--- src/rtl/pill_pkg.sv ---
// pill_pkg: shared types and constants for the pill-bottling line.
//   state_t : sequencer state codes (values match the display codes)
//   beep_t  : beeper pattern codes
//   widths  : pill counter, bottle counter and watchdog timer widths
package pill_pkg;

    localparam int PILL_W   = 10;
    localparam int BOTTLE_W = 7;
    localparam int TIMER_W  = 4;

    // Highest pill count the display can show; the pill counter stops here.
    localparam logic [PILL_W-1:0] PILL_MAX = 10'd999;

    typedef enum logic [2:0] {
        ST_SETTING   = 3'd0,
        ST_RUNNING   = 3'd1,
        ST_SWITCHING = 3'd2,
        ST_DONE      = 3'd3,
        ST_ERROR     = 3'd4,
        ST_FATAL     = 3'd5
    } state_t;

    typedef enum logic [1:0] {
        BEEP_OFF  = 2'd0,
        BEEP_SLOW = 2'd1,
        BEEP_FAST = 2'd2,
        BEEP_CONT = 2'd3
    } beep_t;

    function automatic beep_t beep_for(input state_t s);
        case (s)
            ST_DONE:  return BEEP_SLOW;
            ST_ERROR: return BEEP_FAST;
            ST_FATAL: return BEEP_CONT;
            default:  return BEEP_OFF;
        endcase
    endfunction

endpackage

--- src/rtl/sec_timer.sv ---
// sec_timer: loadable down-counter used as a seconds watchdog.
//   clk, rst  : clock, asynchronous active-high reset (count clears to 0)
//   load      : load load_val this cycle (wins over tick)
//   load_val  : value to load
//   tick      : decrement by one; holds at 0
//   count     : current value
//   zero      : count == 0
module sec_timer
    import pill_pkg::*;
(
    input  logic               clk,
    input  logic               rst,
    input  logic               load,
    input  logic [TIMER_W-1:0] load_val,
    input  logic               tick,
    output logic [TIMER_W-1:0] count,
    output logic               zero
);

    always_ff @(posedge clk or posedge rst) begin
        if (rst) begin
            count <= '0;
        end else if (load) begin
            count <= load_val;
        end else if (tick && (count != '0)) begin
            count <= count - 1'b1;
        end
    end

    assign zero = (count == '0);

endmodule

--- src/rtl/pill_line_sequencer.sv ---
// pill_line_sequencer: central sequencer of the pill-bottling line.
// Owns the batch state machine, the pill/bottle counters and two watchdog
// timers (bottle switch time, hopper starvation).
//   clk_1khz, rst        : system clock, asynchronous active-high reset
//   tick_1hz             : one-cycle strobe per second (timer timebase)
//   pill_pulse           : one-cycle strobe per dropped pill
//   start, clr           : operator strobes
//   estop                : emergency stop level
//   conveyor_fault       : conveyor stall level
//   hopper_refill        : operator refilled the hopper (strobe)
//   target_pills/bottles : batch targets, sampled on an accepted start
//   state                : current state code
//   now_pills/bottles    : pills in current bottle / bottles completed
//   hopper_en            : hopper feed enable
//   conveyor_en          : conveyor drive enable
//   beep_mode            : beeper pattern
// All outputs are registered; enables and beep are derived from the next
// state so they change on the same edge as the state.
module pill_line_sequencer
    import pill_pkg::*;
#(
    parameter int SWITCH_TIME = 3,
    parameter int HOP_TIMEOUT = 5
) (
    input  logic                clk_1khz,
    input  logic                rst,
    input  logic                tick_1hz,
    input  logic                pill_pulse,
    input  logic                start,
    input  logic                clr,
    input  logic                estop,
    input  logic                conveyor_fault,
    input  logic                hopper_refill,
    input  logic [PILL_W-1:0]   target_pills,
    input  logic [BOTTLE_W-1:0] target_bottles,
    output logic [2:0]          state,
    output logic [PILL_W-1:0]   now_pills,
    output logic [BOTTLE_W-1:0] now_bottles,
    output logic                hopper_en,
    output logic                conveyor_en,
    output logic [1:0]          beep_mode
);

    localparam logic [TIMER_W-1:0] SW_LOAD  = TIMER_W'(SWITCH_TIME);
    localparam logic [TIMER_W-1:0] HOP_LOAD = TIMER_W'(HOP_TIMEOUT);

    state_t                state_q, state_d;
    logic [PILL_W-1:0]     pills_d, tp_q, tp_d, pills_inc;
    logic [BOTTLE_W-1:0]   bottles_d, tb_q, tb_d;
    logic                  hop_load, hop_tick, sw_load, sw_tick;
    logic [TIMER_W-1:0]    hop_count, sw_count;
    logic                  hop_zero, sw_zero;
    logic                  targets_ok;

    sec_timer u_sw_timer (
        .clk      (clk_1khz),
        .rst      (rst),
        .load     (sw_load),
        .load_val (SW_LOAD),
        .tick     (sw_tick),
        .count    (sw_count),
        .zero     (sw_zero)
    );

    sec_timer u_hop_timer (
        .clk      (clk_1khz),
        .rst      (rst),
        .load     (hop_load),
        .load_val (HOP_LOAD),
        .tick     (hop_tick),
        .count    (hop_count),
        .zero     (hop_zero)
    );

    assign targets_ok = (target_pills != '0) && (target_bottles != '0);
    assign pills_inc  = (now_pills >= PILL_MAX) ? PILL_MAX : now_pills + 1'b1;

    always_comb begin
        state_d   = state_q;
        pills_d   = now_pills;
        bottles_d = now_bottles;
        tp_d      = tp_q;
        tb_d      = tb_q;
        hop_load  = 1'b0;
        hop_tick  = 1'b0;
        sw_load   = 1'b0;
        sw_tick   = 1'b0;
        case (state_q)
            ST_SETTING: begin
                if (start && !estop && targets_ok) begin
                    tp_d      = target_pills;
                    tb_d      = target_bottles;
                    pills_d   = '0;
                    bottles_d = '0;
                    hop_load  = 1'b1;
                    state_d   = ST_RUNNING;
                end
            end
            ST_RUNNING: begin
                if (estop) begin
                    state_d = ST_FATAL;
                end else if (pill_pulse) begin
                    // A pill on the expiry tick still counts and restarts the watchdog.
                    pills_d  = pills_inc;
                    hop_load = 1'b1;
                    if (pills_inc == tp_q) begin
                        bottles_d = now_bottles + 1'b1;
                        sw_load   = 1'b1;
                        state_d   = ST_SWITCHING;
                    end
                end else if (tick_1hz) begin
                    hop_tick = 1'b1;
                    if (hop_count == 4'd1 || hop_zero) state_d = ST_ERROR;
                end
            end
            ST_SWITCHING: begin
                if (estop || conveyor_fault) begin
                    state_d = ST_FATAL;
                end else begin
                    sw_tick = tick_1hz;
                    // Leave on the tick that takes the timer to zero.
                    if ((tick_1hz && sw_count == 4'd1) || sw_zero) begin
                        if (now_bottles == tb_q) begin
                            state_d = ST_DONE;
                        end else begin
                            pills_d  = '0;
                            hop_load = 1'b1;
                            state_d  = ST_RUNNING;
                        end
                    end
                end
            end
            ST_DONE: begin
                if (estop) begin
                    state_d = ST_FATAL;
                end else if (clr) begin
                    pills_d   = '0;
                    bottles_d = '0;
                    state_d   = ST_SETTING;
                end else if (start && targets_ok) begin
                    tp_d      = target_pills;
                    tb_d      = target_bottles;
                    pills_d   = '0;
                    bottles_d = '0;
                    hop_load  = 1'b1;
                    state_d   = ST_RUNNING;
                end
            end
            ST_ERROR: begin
                if (estop) begin
                    state_d = ST_FATAL;
                end else if (clr) begin
                    pills_d   = '0;
                    bottles_d = '0;
                    state_d   = ST_SETTING;
                end else if (hopper_refill) begin
                    hop_load = 1'b1;
                    state_d  = ST_RUNNING;
                end
            end
            ST_FATAL: begin
                if (!estop && clr) begin
                    pills_d   = '0;
                    bottles_d = '0;
                    state_d   = ST_SETTING;
                end
            end
            default: state_d = ST_SETTING;
        endcase
    end

    always_ff @(posedge clk_1khz or posedge rst) begin
        if (rst) begin
            state_q     <= ST_SETTING;
            now_pills   <= '0;
            now_bottles <= '0;
            tp_q        <= '0;
            tb_q        <= '0;
            hopper_en   <= 1'b0;
            conveyor_en <= 1'b0;
            beep_mode   <= BEEP_OFF;
        end else begin
            state_q     <= state_d;
            now_pills   <= pills_d;
            now_bottles <= bottles_d;
            tp_q        <= tp_d;
            tb_q        <= tb_d;
            hopper_en   <= (state_d == ST_RUNNING);
            conveyor_en <= (state_d == ST_SWITCHING);
            beep_mode   <= beep_for(state_d);
        end
    end

    assign state = state_q;

endmodule
--- config.mk ---
export PLATFORM = sky130hd
export DESIGN_NAME = pill_line_sequencer
export DESIGN_NICKNAME = d
export VERILOG_FILES = /design/src/rtl/pill_pkg.sv /design/src/rtl/sec_timer.sv /design/src/rtl/pill_line_sequencer.sv
export SDC_FILE = /design/constraint.sdc
export NUM_CORES = 1
export LEC_CHECK = 0
export ABC_AREA = 1
export ABC_CLOCK_PERIOD_IN_PS = 2230
export BUFFER_PORTS_ARGS = -buffer_cell sky130_fd_sc_hd__clkbuf_2
export CORE_MARGIN = 2
export CORE_UTILIZATION = 35
export CTS_CLUSTER_DIAMETER = 50
export DETAILED_ROUTE_END_ITERATION = 10
export PLACE_DENSITY = 0.66
export SLEW_MARGIN = 30
export SYNTH_ARGS = -nofsm -noshare
export SYNTH_HDL_FRONTEND = slang
export SYNTH_SLANG_ARGS = --single-unit
export TNS_END_PERCENT = 1
--- constraint.sdc ---
create_clock -name clk_1khz -period 2.23 [get_ports clk_1khz]
set_input_delay 0.3345 -clock clk_1khz [delete_from_list [all_inputs] [get_ports clk_1khz]]
set_output_delay 0.3345 -clock clk_1khz [all_outputs]
set_load 0.03 [all_outputs]
[Yosys cells after proc, flatten, opt, wreduce, memory -nomap -nowiden]
Index checks and enable logic that the tools add are counted.
Storage, ports and cells
  bits in registers: 49
  output and inout bits: 24
  logic and storage cells: 150
Operators by class
  add/sub/neg operators: 4
  $lt $le $gt $ge: 1
  equal/unequal tests: 28
  muxes and demuxes: 80
  reductions and logical operators: 27
Operators by type and width (number)
  $mux 10: 17
  $mux 7: 14
  $pmux 10 s6: 1
  $mux 3: 15
  $pmux 7 s5: 1
  $ne 2x2->1 const B: 13
  $mux 1: 22
  $pmux 10 s2: 1
  $pmux 3 s6: 1
  $mux 4: 4
  $pmux 7 s2: 1
  $eq 3x2->1 const B: 4
  $eq 3x3->1 const B: 4
  $reduce_and 12->1: 1
  $add 10x1->10 const B: 1
  $eq 10x10->1: 1
  $ge 10x10->1 const B: 1
  $reduce_and 10->1: 1
  $reduce_bool 10->1: 1
  $eq 4x1->1 const B: 2
  $logic_and 1x1->1: 8
  $logic_not 4->1: 2
  $reduce_bool 4->1: 2
  $sub 4x1->4 const B: 2
  other kinds (15): 20

[Depth between registers and ports, before layout]
Gate-level depths: netlist (run 1).
  depth after elaboration: 9
  depth in mapped cells: 19
  mapped depth without buffers: 19

[Modules after synthesis]
A second synthesis (run 1) with hierarchy kept.
Second synthesis, totals
  cell total of the unflattened synthesis: 504
  area, all modules: 3462.1 um2
By module, submodules not included
  pill_line_sequencer: times used 1, cells each 410, area an instance 2864.0 um2
  sec_timer: times used 2, cells each 47, area an instance 299.0 um2

[Worst setup path after synthesis (run 1)]
OpenSTA, ideal clock, no wires.
  path type: reg-to-reg
  start: reg now_pills[0]
  end: reg beep_mode[0]
  setup time: 0.113 ns
  data arrival time: 2.075 ns
  data required time: 2.117 ns
  path slack: 0.042 ns
  cell stages (with the launch flop): 17
  buffers on the path: 1
  cell sequence: dfrtp_1 -> ha_1 -> nand2_1 -> nand3_1 -> nand2_2 -> buf_2 -> nand3b_1 -> nand2_1 -> nand2_1 -> nor2_2 -> nand4_1 -> nand2_1 -> nand2_1 -> nand2_2 -> nand3_1 -> nand2_1 -> inv_1
Between the ends
  word-level cells in the longest chain between the ends: 9
  elaborated cells between the ends (all ways): 12
Ends and longest elaborated chain
  from (decl): RTL line pill_line_sequencer.sv:37  | output logic [PILL_W-1:0] now_pills,
  from (signal assigned): RTL line pill_line_sequencer.sv:184  | now_pills <= pills_d;
  $add 10x1->10 or $ge 10x10->1 (tied branches): RTL line pill_line_sequencer.sv:76  | assign pills_inc = (now_pills >= PILL_MAX) ? PILL_MAX : now_pills + 1'b1;
  $mux 10 (*): RTL line pill_line_sequencer.sv:76
  $eq 10x10->1 (*): RTL line pill_line_sequencer.sv:106  | if (pills_inc == tp_q) begin
  $mux 3 (*): RTL line pill_line_sequencer.sv:106
  $mux 3 (*): RTL line pill_line_sequencer.sv:102  | end else if (pill_pulse) begin
  $mux 3 (*): RTL line pill_line_sequencer.sv:100  | if (estop) begin
  $pmux 3 s6 (*): RTL line pill_line_sequencer.sv:88  | case (state_q)
  $eq 3x3->1 or $eq 3x2->1 (tied branches): RTL line pill_pkg.sv:31  | case (s)
  $pmux 2 s3 (*): RTL line pill_pkg.sv:31
  to (signal assigned): RTL line pill_line_sequencer.sv:190  | beep_mode <= beep_for(state_d);
  to (decl): RTL line pill_line_sequencer.sv:41  | output logic [1:0] beep_mode
Every way passes the cells marked *; elsewhere a longest branch is shown, timed or not.
A chain may end at the register's enable or synchronous reset.

[Worst setup path after layout (run 1)]
  start: reg now_pills[1]
  end: reg beep_mode[0]
Same word-level chain as after synthesis.

==> results of run 1 <==
sequential cells by signal, summed over array words and instances, names as in the netlist:
signal	count
now_pills	10
u_sw_timer.count	4
tp_q	10
conveyor_en	1
u_hop_timer.count	4
state	3
beep_mode	2
tb_q	7
hopper_en	1
now_bottles	7
kinds of logic (layout without fill, tap and decap cells):
logic type | Yosys count | count (layout)
AOI/OAI and AO/OA | 39 | 39
xor gates and xnor gates | 16 | 16
adders and majority gates | 8 | 8
buffers and inverters | 71 | 141
DFF | 49 | 49
muxes | 4 | 4
and+or+nand+nor | 243 | 245
layer usage:
metal,GRT usage (%),part of all wire (%),up-vias
met3,3.40,6.8,13
met4,4.32,1.5,0
met1,22.0,45,1374
met5,0,0,-
met2,27.3,47,107
li1,-,-,1515
Yosys cell counts (all sizes together):
| master | n | area share [%] |
|---|---|---|
| nand2 | 125 | 16 |
| inv | 63 | 7.5 |
| dfrtp | 49 | 39 |
| nor2 | 42 | 6.1 |
| nand3 | 37 | 6.4 |
| o21ai | 25 | 4.0 |
| nand4 | 15 | 3.0 |
| a21oi | 10 | 1.6 |
| nor3 | 10 | 2.1 |
| ha | 8 | 3.2 |
| xnor2 | 8 | 2.2 |
| xor2 | 8 | 2.2 |
| nand3b | 5 | 1.2 |
| nor4 | 5 | 1.0 |
| buf | 4 | 0.92 |
| clkbuf | 4 | 0.48 |
| mux2 | 4 | 1.4 |
| or2 | 4 | 0.80 |
| a31oi | 2 | 0.40 |
| o2111ai | 1 | 0.28 |
| o22ai | 1 | 0.20 |
power by group through the flow:
stage	clock, uW	sequential (uW)	combinational [uW]
3_3_place_gp	0	1290	1700
6_report	511	1280	1800
5_1_grt	564	1310	2030
4_1_cts	530	1280	1750
3_5_place_dp	0	1300	1740
2_1_floorplan	0	1430	1120
per-stage QoR:
step                      setup WS [ns]  TNS (ns)  cells
after floorplan                  0.0417         0    430
after global placement           0.0806         0    598
after detailed placement        -0.0178   -0.0183    598
after CTS                        0.0364         0    607
after global routing            -0.0725    -0.185    610
final                             0.119         0    610
path summary, 6_finish.rpt:
| kind | slack [ns] | from | end | depth (start not counted) |
|---|---|---|---|---|
| max in group asynchronous | 1.06 | rst | u_hop_timer.count[2]$_DFFE_PP0P_ | 4 |
| min in group asynchronous | 0.54 | rst | tp_q[0]$_DFFE_PP0P_ | 3 |
| worst min register to register | 0.51 | tb_q[5]$_DFFE_PP0P_ | tb_q[5]$_DFFE_PP0P_ | 2 |
| worst max register to register | 0.12 | now_pills[1]$_DFFE_PP0P_ | beep_mode[0]$_DFF_PP0_ | 19 |
| worst max-delay path | 0.12 | now_pills[1]$_DFFE_PP0P_ | beep_mode[0]$_DFF_PP0_ | 19 |
| worst min-delay path | 0.26 | target_pills[1] | tp_q[1]$_DFFE_PP0P_ | 2 |
worst register-to-register path, stage by stage (launching register included):
cell and delay [ns]:
dfrtp_1 0.36, ha_2 0.19, nand2_2 0.07, buf_6 0.13, nor2_4 0.12, nand2_1 0.06, nand2_1 0.08, inv_2 0.05
nand3b_1 0.07, nand2_1 0.07, inv_2 0.05, nand2_2 0.06, nor2_4 0.12, nand4_1 0.13, nand2_1 0.10, nand2_1 0.06
nand2_2 0.10, nand3_2 0.07, nand2_1 0.09, inv_1 0.04
layout make-up:
cell class | instances | area [sq um]
Fill cell | 872 | 4920
Tap cell | 108 | 135
Inverter | 63 | 236
Timing Repair Buffer | 70 | 409
Clock buffer | 8 | 80.1
Multi-Input combinational cell | 312 | 1710
Sequential cell | 49 | 1230
cells in the final DEF, fill, tap and decap left out, types with 2 or more instances in the layout:
cell type and count:
nor3_1 7, nor2_4 5, clkbuf_2 49, dfrtp_1 48, nand3_2 6, buf_4 19
nor2_1 29, mux2_1 4, a21oi_1 10, a31oi_1 2, xor2_1 8, inv_1 55
nand2_2 9, o21ai_1 2, or2_2 4, nand4_1 15, nor4_1 5, inv_2 8
xnor2_1 8, nor3_2 3, nand3b_1 5, o21ai_0 23, ha_1 7, clkbuf_8 5
nor2_2 8, clkbuf_1 3, nand2_4 3, nand2_1 114, nand3_1 31
repair_timing:
item | in CTS | in global routing
endpoints found under the setup margin | 6 | 14
resized for setup | 1 | 19
pin swaps | 0 | 13
setup buffers | 0 | 1
hold endpoints to repair | 14 | 0
gates cloned | 0 | 2
hold buffers | 1 | 0
==> metrics.md, run 1 <==
| Metric | Value |
|---|---|
| Final Cell Area | `0.00380 sq mm` |
| Starting Density | `36.0%` |
| Htree depth | `2` |
| Post-synthesis xor/xnor area fraction | `4.46%` |
| Root Driver | `clkbuf_8` |
| Crit Path Category | `flip-flop to flip-flop` |
| Initial antenna violation count | `0` |
| Die Span Y | `98.7 um` |
| Syn_nets | `464` |
| Synth Area in Compound Gates | `6.46%` |
| CTS tree | `yes` |
| Critical path buffers and inverters | `4` |
| Switching share of power | `44.8%` |
| Vias per inst | `4.93` |
| Crit path time final | `2.11 ns` |
| F_max | `474 MHz` |
| Final setup skew | `0.00654 ns` |
| Nets | `535` |
| 1st-pass router iterations | `4` |
| CP max FO | `3` |
| Clock share of power | `14.2%` |
| First-pass GRT wire length | `13100 um` |
| Internal | `1980 uW` |
| Largest net degree at the start of global routing | `23` |
| Input/output buffers | `49` |
| Synth cell types | `31` |
| ANT nets after route | `0` |
| Die Width | `98.7 um` |
| Dpl cell area | `0.00362 sq mm` |
| Min Hold Slack | `0.259 ns` |
| Part of the cycle the worst path needs | `94.7%` |
| Synthesized cell area | `0.00314 sq mm` |
| Adder-cell area share of the yosys netlist | `3.19%` |
| Std-Cell Rows | `34` |
| Longest Clk Path Bufs | `2` |
| FF+latch count, synth | `49` |
| Avg WL per Cell | `13.0 um` |
| CP endpoint kind | `flip-flop` |
| Grt total ovfl | `0` |
| Clk Latency, worst-skew pair | `0.30 ns` |
| Core area | `0.00872 sq mm` |
| Crit-path slowest cell | `dfrtp_1` |
| Power consumption | `3590 uW` |
| Number of global-route vias before repair | `2816` |
| Maxcap violations | `0` |
| Final hold vios | `0` |
| Post-Synth Simple-Gate Area | `36.5%` |
| Worst Hold Class | `input pin to flip-flop` |
| Worst-Margin Slew | `0.780 ns` |
| 1st-iter DRT viols | `126` |
| Final setup fails | `0` |
| Routability congestion estimate | `0.890` |
| Fraction of layout cells with a size suffix above 1 | `24.5%` |
| Post-Syn Instances | `430` |
| Kind of cell adding the most delay to the critical path | `simple AND/OR/NAND/NOR gates` |
| Mux share of post-synthesis cell area | `1.43%` |
| Placed wire-length estimate | `6150 um` |
| RSZ-0062 raised after global routing | `yes` |
| Leakage | `0.00197 uW` |
| Max incr delay on CP | `0.36 ns` |
| CTS sink cnt | `49` |
| Finished Core Util | `43.6%` |
| Die area | `0.00974 sq mm` |
| Total number of vias | `3009` |
| CTS buffer count | `5` |
| Register clock-pin slew on the reported worst setup and hold paths | `0.09 ns` |
| Part of the power in registers | `35.6%` |
| Slew Limit Headroom | `47.6%` |
| Diode count | `0` |
| Combinational power share | `50.2%` |
| Net Sw Power | `1610 uW` |
| WP data arrival | `2.31 ns` |
| Area growth syn-to-layout | `21.0%` |
| Largest family of logic cells by synthesized area | `simple AND/OR/NAND/NOR gates` |
| Global Route Usage Sum | `16.5%` |
| WP data required | `2.43 ns` |
| Worst setup SP type | `flip-flop` |
| Total wire length | `7930 um` |
| Cell Chain, Critical Path | `ha_2 > nand2_2 > buf_6 > nor2_4 > nand2_1 > nand2_1 > inv_2 > nand3b_1 > nand2_1 > inv_2 > nand2_2 > nor2_4 > nand4_1 > nand2_1 > nand2_1 > nand2_2 > nand3_2 > nand2_1 > inv_1` |
| I/O pin cnt | `50` |
| Drt drc | `0` |
| Post-synthesis sequential area ratio | `39.1%` |
| Final Max Tran Viols | `0` |
| Max VDD drop | `0.364 mV` |
| Post-Syn Area per Cell | `7.30 sq um` |
| Pwr/cell area | `944 mW/mm^2` |
| Outcome | `completed` |
| Ys Warns | `0` |
| Most frequent cell on the critical path | `nand2_1` |
No activity file was read; power rests on OpenSTA's default activity.
==> run 2: changes to the inputs <==
--- a/config.mk
+++ b/config.mk
@@ -7,12 +7,13 @@
 export LEC_CHECK = 0
 export ABC_AREA = 1
 export ABC_CLOCK_PERIOD_IN_PS = 2230
-export BUFFER_PORTS_ARGS = -buffer_cell sky130_fd_sc_hd__clkbuf_2
 export CORE_MARGIN = 2
 export CORE_UTILIZATION = 35
 export CTS_CLUSTER_DIAMETER = 50
 export DETAILED_ROUTE_END_ITERATION = 10
-export PLACE_DENSITY = 0.66
+export DONT_BUFFER_PORTS = 1
+export GPL_TIMING_DRIVEN = 0
+export PLACE_DENSITY = 0.61
 export SLEW_MARGIN = 30
 export SYNTH_ARGS = -nofsm -noshare
 export SYNTH_HDL_FRONTEND = slang
==> metrics.md, run 2 (synthesized netlist as in run 1, its figures left out) <==
| Metric | Value |
|---|---|
| Final Max Tran Viols | `0 (unchanged)` |
| Leakage | `0.00172 uW (-13%)` |
| Routability congestion estimate | `0.917 (+3.0%)` |
| Min-delay src | `target_pills[1]` |
| First-pass GRT wire length | `13000 um (-0.58%)` |
| Starting Density | `36.0% (unchanged)` |
| Pwr/cell area | `1030 mW/mm^2 (+9.4%)` |
| Htree depth | `2 (unchanged)` |
| Drt drc | `0 (unchanged)` |
| WHS Path Cells | `1 (-1)` |
| Grt total ovfl | `0 (unchanged)` |
| R2r setup slk | `-0.05 ns (-0.17 ns)` |
| Register clock-pin slew on the reported worst setup and hold paths | `0.10 ns (about the same)` |
| Met3 wire len | `462 um (-14%)` |
| Largest net degree at the start of global routing | `50 (+120%)` |
| Root Driver | `clkbuf_8` |
| CP max FO | `7 (+4)` |
| Max VDD drop | `0.476 mV (+31%)` |
| CP endpoint kind | `flip-flop` |
| Commonest non-fill, non-tap cell in the layout | `nand2_1` |
| Worst setup SP type | `flip-flop` |
| F_max | `439 MHz (-7.3%)` |
| Worst Reg-to-Reg Cells | `16 (-3)` |
| Diode count | `0 (unchanged)` |
| Die Width | `98.7 um (unchanged)` |
| Commonest non-fill, non-tap cells in the layout | `nand2_1 (112), inv_1 (56), dfrtp_1 (36)` |
| CTS sink cnt | `49 (unchanged)` |
| Vias per inst | `5.06 (+2.6%)` |
| 1st-pass router iterations | `4 (unchanged)` |
| Top flop regs | `now_pills: 10 flops, tp_q: 10 flops` |
| Die Span Y | `98.7 um (unchanged)` |
| Core area | `0.00872 sq mm (unchanged)` |
| Min Hold Slack | `0.145 ns (-0.114 ns)` |
| Fraction of layout cells with a size suffix above 1 | `18.0% (-6.5 points)` |
| Met2 wire length | `3730 um (about the same)` |
| TNS Setup | `-0.0855 ns (-0.0855 ns)` |
| WP data required | `2.44 ns (about the same)` |
| Final setup skew | `0.0121 ns (+0.00552 ns)` |
| Non-Filler Instances | `552 (-9.5%)` |
| Nets | `477 (-11%)` |
| Global Route Usage Sum | `16.5% (+0.020 points)` |
| Slew Limit Headroom | `50.9% (+3.3 points)` |
| Initial antenna violation count | `0 (unchanged)` |
| Crit Path Category | `flip-flop to flip-flop` |
| Std-Cell Rows | `34 (unchanged)` |
| Final hold vios | `0 (unchanged)` |
| Worst-Margin Slew | `0.730 ns (-0.0492 ns)` |
| Die area | `0.00974 sq mm (unchanged)` |
| Finished Core Util | `41.0% (-2.6 points)` |
| RSZ-0062 raised after global routing | `yes` |
| Maxcap violations | `0 (unchanged)` |
| Met1 WL | `3500 um (-1.2%)` |
| Min setup slack post-route | `-0.0464 ns (-0.166 ns)` |
| Outcome | `complete, but fails checks` |
| Number of global-route vias before repair | `2755 (-2.2%)` |
| WP data arrival | `2.48 ns (+0.17 ns)` |
| Failing checks | `negative setup slack` |
| Input/output buffers | `0 (-100%)` |
| Total number of vias | `2793 (-7.2%)` |
| ANT nets after route | `0 (unchanged)` |
| Placed cell count | `538 (-10%)` |
| CTS buffer count | `5 (unchanged)` |
| R2r startpoint | `now_pills[0]$_DFFE_PP0P_` |
| Total wire length | `7800 um (-1.7%)` |
| Worst Hold Class | `input pin to flip-flop` |
| Top sig layer | `met4` |
| Placed wire-length estimate | `5920 um (-3.6%)` |
| WHS Endpoint | `tp_q[1]$_DFFE_PP0P_` |
| Area growth syn-to-layout | `13.9%` |
| Reg2Reg Capture Point | `beep_mode[0]$_DFF_PP0_` |
| CTS tree | `yes` |
| Fillcell total | `883 (+1.3%)` |
| 1st-iter DRT viols | `112 (-11%)` |
| Part of the cycle the worst path needs | `102% (+7.4 points)` |
| Longest Clk Path Bufs | `2 (unchanged)` |
| Clk Latency, worst-skew pair | `0.31 ns (about the same)` |
| Final setup fails | `2 (+2)` |
| Crit path time final | `2.28 ns (+0.166 ns)` |
| I/O pin cnt | `50 (unchanged)` |
| Avg WL per Cell | `14.1 um (+8.7%)` |
## run 2: layer usage
layer | up-vias | GRT usage (%)
li1 | 1403 | -
met1 | 1302 | 20.6
met2 | 79 | 28.4
met3 | 9 | 4.04
met4 | 0 | 4.74
met5 | - | 0
## run 2: how the worst max path moves through the flow
stage	from	endpoint	depth (start not counted)
floorplan	now_pills[0]$_DFFE_PP0P_	beep_mode[0]$_DFF_PP0_	16
global placement	now_pills[0]$_DFFE_PP0P_	beep_mode[0]$_DFF_PP0_	16
detailed placement	now_pills[0]$_DFFE_PP0P_	beep_mode[0]$_DFF_PP0_	16
CTS	now_pills[0]$_DFFE_PP0P_	beep_mode[0]$_DFF_PP0_	17
global route	now_pills[0]$_DFFE_PP0P_	beep_mode[0]$_DFF_PP0_	16
finish	now_pills[0]$_DFFE_PP0P_	beep_mode[0]$_DFF_PP0_	16
## run 2: area by class of cell
class | count | area (sq um) | area share, %
plain buffers | 8 | 55.1 | 1.54
multi-input cells | 310 | 1740 | 48.6
clock inverters | 1 | 30.0 | 0.840
clock buffers | 7 | 86.3 | 2.42
repair buffers | 6 | 48.8 | 1.37
inverters | 63 | 239 | 6.69
well taps | 108 | 135 | 3.78
flip-flops and latches | 49 | 1240 | 34.8
## run 2: timing repair
| action | 4_1_cts | 5_1_grt |
|---|---|---|
| gates cloned | 2 | 0 |
| setup buffers | 3 | 0 |
| hold buffers | 1 | 0 |
| pin swaps | 8 | 7 |
| resized for setup | 28 | 19 |
| endpoints found under the setup margin | 31 | 45 |
| endpoints found under the hold margin | 27 | 0 |
## run 2: power by group
part           switching (uW)  leakage (uW)  internal (uW)
logic                     980       0.00106            559
registers                 350      0.000600           1130
clock network             305     0.0000585            366
## run 2: critical path: stages (launching register included)
cell and delay, ns:
dfrtp_2 0.53, ha_4 0.22, nand2_4 0.10, nand3_4 0.07, nand2_4 0.10, buf_6 0.13
nand3_1 0.09, nand2_1 0.07, nand2_1 0.08, nor2_4 0.14, nand4_1 0.18, nand2_1 0.10
nand2_1 0.06, nand2_2 0.10, nand3_2 0.06, nand2_1 0.09, inv_1 0.04
## run 2: metrics by stage
step           cell area (sq um)  total power [uW]  setup slack, ns
6_report                    3570              3690          -0.0464
4_1_cts                     3520              3630          -0.0716
3_3_place_gp                3270              2850           -0.332
5_1_grt                     3570              3990           -0.256
2_1_floorplan               3140              2540           0.0417
3_5_place_dp                3280              2890           -0.357
==> run 3: changes to the inputs <==
--- a/config.mk
+++ b/config.mk
@@ -5,15 +5,14 @@
 export SDC_FILE = /design/constraint.sdc
 export NUM_CORES = 1
 export LEC_CHECK = 0
-export ABC_AREA = 1
 export ABC_CLOCK_PERIOD_IN_PS = 2230
 export CORE_MARGIN = 2
-export CORE_UTILIZATION = 35
+export CORE_UTILIZATION = 64
 export CTS_CLUSTER_DIAMETER = 50
 export DETAILED_ROUTE_END_ITERATION = 10
 export DONT_BUFFER_PORTS = 1
 export GPL_TIMING_DRIVEN = 0
-export PLACE_DENSITY = 0.61
+export PLACE_DENSITY = 0.92
 export SLEW_MARGIN = 30
 export SYNTH_ARGS = -nofsm -noshare
 export SYNTH_HDL_FRONTEND = slang
==> metrics.md, run 3 <==
| Metric | Value |
|---|---|
| Outcome | `complete, but fails checks` |
| Failing checks | `negative setup slack` |
| Register Area | `0.00124 sq mm (+0.10%)` |
| Vias per inst | `6.89 (+36%)` |
| Post-Syn Area per Cell | `9.24 sq um (+27%)` |
| Pwr/cell area | `1170 mW/mm^2 (+13%)` |
| Top-count cell post-synth | `dfrtp_1` |
| Longest Clk Path Bufs | `2 (unchanged)` |
| First-pass GRT wire length | `13900 um (+6.6%)` |
| Part of the cycle the worst path needs | `128% (+26 points)` |
| Ys Warns | `0 (unchanged)` |
| Grt total ovfl | `0 (unchanged)` |
| Fillcell total | `288 (-67%)` |
| Synth Flop Type | `dfrtp_1` |
| Synth cell types | `68 (+120%)` |
| Drt drc | `0 (unchanged)` |
| Avg WL per Cell | `20.9 um (+48%)` |
| Top cells by count, synth | `dfrtp_1 (49), nand2_1 (31), mux2_2 (20)` |
| Power consumption | `4520 uW (+22%)` |
| CP endpoint kind | `flip-flop` |
| 1st-iter DRT viols | `354 (+220%)` |
| CTS buffer count | `5 (unchanged)` |
| Commonest non-fill, non-tap cell in the layout | `dfrtp_1` |
| Crit-path slowest cell | `dfrtp_2` |
| Max incr delay on CP | `0.57 ns (+0.04 ns)` |
| Routability congestion estimate | `0.902 (-1.7%)` |
| Std-Cell Rows | `25 (-26%)` |
| Largest net degree at the start of global routing | `50 (unchanged)` |
| Top flop regs | `now_pills: 10 flops, tp_q: 10 flops` |
| Slew Limit Headroom | `57.7% (+6.9 points)` |
| ANT nets after route | `0 (unchanged)` |
| Asr flop ratio synth | `100% (unchanged)` |
| Max VDD drop | `0.832 mV (+75%)` |
| Fraction of layout cells with a size suffix above 1 | `30.0% (+12 points)` |
| Initial antenna violation count | `0 (unchanged)` |
| Dpl cell area | `0.00338 sq mm (+3.0%)` |
| Htree depth | `2 (unchanged)` |
| Maxcap violations | `0 (unchanged)` |
| Crit Path Category | `flip-flop to flip-flop` |
| Leakage | `0.00158 uW (-7.7%)` |
| Area growth syn-to-layout | `19.0%` |
| Synthesized cell area | `0.00326 sq mm (+3.9%)` |
| Cell Chain, Critical Path | `ha_4 > buf_6 > nand4_1 > nor2_2 > mux2i_2 > xor2_2 > o2111ai_4 > o41a_1 > mux2_4` |
| Register clock-pin slew on the reported worst setup and hold paths | `0.10 ns (about the same)` |
| Kind of cell adding the most delay to the critical path | `compound AO/OA/AOI/OAI gates` |
| Nets | `410 (-14%)` |
| Syn_nets | `387 (-17%)` |
| Die Span Y | `75.4 um (-24%)` |
| Finished Core Util | `80.6% (+40 points)` |
| CTS tree | `yes` |
| Number of synthesized flops with an enable pin | `0 (unchanged)` |
| Die area | `0.00568 sq mm (-42%)` |
| F_max | `351 MHz (-20%)` |
| RSZ-0062 raised after global routing | `yes` |
| Final Cell Area | `0.00388 sq mm (+8.6%)` |
| CP max FO | `7 (unchanged)` |
| Core area | `0.00482 sq mm (-45%)` |
| Post-Syn Instances | `353 (-18%)` |
| Root Driver | `clkbuf_8` |
| Diode count | `0 (unchanged)` |
| WP data required | `2.43 ns (about the same)` |
| Placed wire-length estimate | `5740 um (-3.1%)` |
| Total wire length | `9290 um (+19%)` |
| Worst setup SP type | `flip-flop` |
| Global Route Usage Sum | `32.4% (+16 points)` |
| I/O pin cnt | `50 (unchanged)` |
| Proportion of netlist area held by the largest area contributor | `37.6% (-1.5 points)` |
| Cell taking the most area after synthesis | `dfrtp_1` |
| Worst-Margin Slew | `0.618 ns (-0.113 ns)` |
| Final Max Tran Viols | `0 (unchanged)` |
| Final hold vios | `0 (unchanged)` |
| Starting Density | `67.7% (+32 points)` |
| WP data arrival | `3.05 ns (+0.57 ns)` |
| Number of global-route vias before repair | `2909 (+5.6%)` |
| Footprint of the multi-input gates | `0.00212 sq mm (+22%)` |
| Final setup skew | `0.0107 ns (-0.00139 ns)` |
| Crit path time final | `2.85 ns (+0.574 ns)` |
| FF+latch count, synth | `49 (unchanged)` |
| CTS sink cnt | `49 (unchanged)` |
| Input/output buffers | `0 (unchanged)` |
| Commonest non-fill, non-tap cells in the layout | `dfrtp_1 (35), nand2_1 (31), buf_4 (19), mux2_2 (19)` |
| Die Width | `75.4 um (-24%)` |
| Final setup fails | `30 (+28)` |
| Area contributors post-synth | `dfrtp_1 (38%), mux2_2 (6.9%), xor2_1 (3.8%), nand2_1 (3.6%), ha_1 (3.1%)` |
| Worst Hold Class | `input pin to flip-flop` |
| 1st-pass router iterations | `7 (+3)` |
| Critical path buffers and inverters | `1 (-1)` |
| Post-synthesis sequential area ratio | `37.6% (-1.5 points)` |
| Total number of vias | `3061 (+9.6%)` |
| Clk Latency, worst-skew pair | `0.31 ns (about the same)` |
| Min setup slack post-route | `-0.620 ns (-0.574 ns)` |
run 3: changes by cell type in the layout (fill, tap and decap cells not counted), moves of 13 or more:
cell | before | now
nand2_1 | 112 | 31
inv_1 | 56 | 18
mux2_2 | 0 | 19
nand3_1 | 31 | 12
buf_4 | 4 | 19
nand4_1 | 15 | 2
run 3: kinds of logic after synthesis:
group | count (synthesis) | synth area share [%]
XOR/XNOR | 21 | 6.06
flip-flops | 49 | 37.6
multiplexers | 21 | 7.21
AO/OA/AOI/OAI | 87 | 19.3
buffers and inverters | 39 | 5.22
adder cells (fa/ha/maj) | 8 | 3.07
AND/OR/NAND/NOR | 128 | 21.6
run 3: layout make-up:
class	count	share of cell area, %
clock inverters	3	0.580
well taps	67	2.16
flip-flops and latches	49	32.0
multi-input cells	265	54.6
plain buffers	15	2.74
inverters	19	1.90
repair buffers	21	4.16
clock buffers	5	1.77
run 3: through the flow:
step           cells  TNS (ns)  hold slack [ns]  worst slack [ns]
5_1_grt          444    -13.44            0.151            -0.677
3_3_place_gp     420    -28.82            0.485            -0.959
6_report         444    -10.59            0.164            -0.620
3_5_place_dp     420    -31.55            0.323             -1.04
4_1_cts          443    -11.77            0.163            -0.543
2_1_floorplan    353     -9.20            0.485            -0.534
run 3: final timing paths:
kind / from / endpoint / slack [ns] / cells after the start
max: now_pills[0]$_DFFE_PP0P_ / now_bottles[5]$_DFFE_PP0P_ / -0.62 / 9
min: target_bottles[0] / tb_q[0]$_DFFE_PP0P_ / 0.16 / 1
max reg2reg: now_pills[0]$_DFFE_PP0P_ / now_bottles[5]$_DFFE_PP0P_ / -0.62 / 9
min reg2reg: tb_q[0]$_DFFE_PP0P_ / tb_q[0]$_DFFE_PP0P_ / 0.54 / 1
max in group asynchronous: rst / state[2]$_DFF_PP0_ / 1.19 / 2
min in group asynchronous: rst / beep_mode[1]$_DFF_PP0_ / 0.58 / 2
run 3: power by group:
group / switching (uW) / leakage, uW / total (uW) / internal (uW)
Clock: 323 / 0.0000364 / 543 / 221
Combinational: 1190 / 0.000946 / 2190 / 997
Sequential: 605 / 0.000602 / 1790 / 1190
Total: 2120 / 0.00158 / 4520 / 2410
run 3: routing by layer:
metal  vias to the layer above  share of wire (%)  track usage, %
met2                       206                 49            53.7
met5                         -                  0               0
met3                        50                8.6            7.54
met4                         0                5.1            17.0
li1                       1354                  -               -
met1                      1451                 37            39.3
run 3: timing repair:
item,4_1_cts,5_1_grt
buffers inserted,16,3
resized for setup,42,43
endpoints found under the setup margin,47,40
pin swaps,12,15
hold buffers,1,0
gates cloned,1,0
endpoints found under the hold margin,49,0
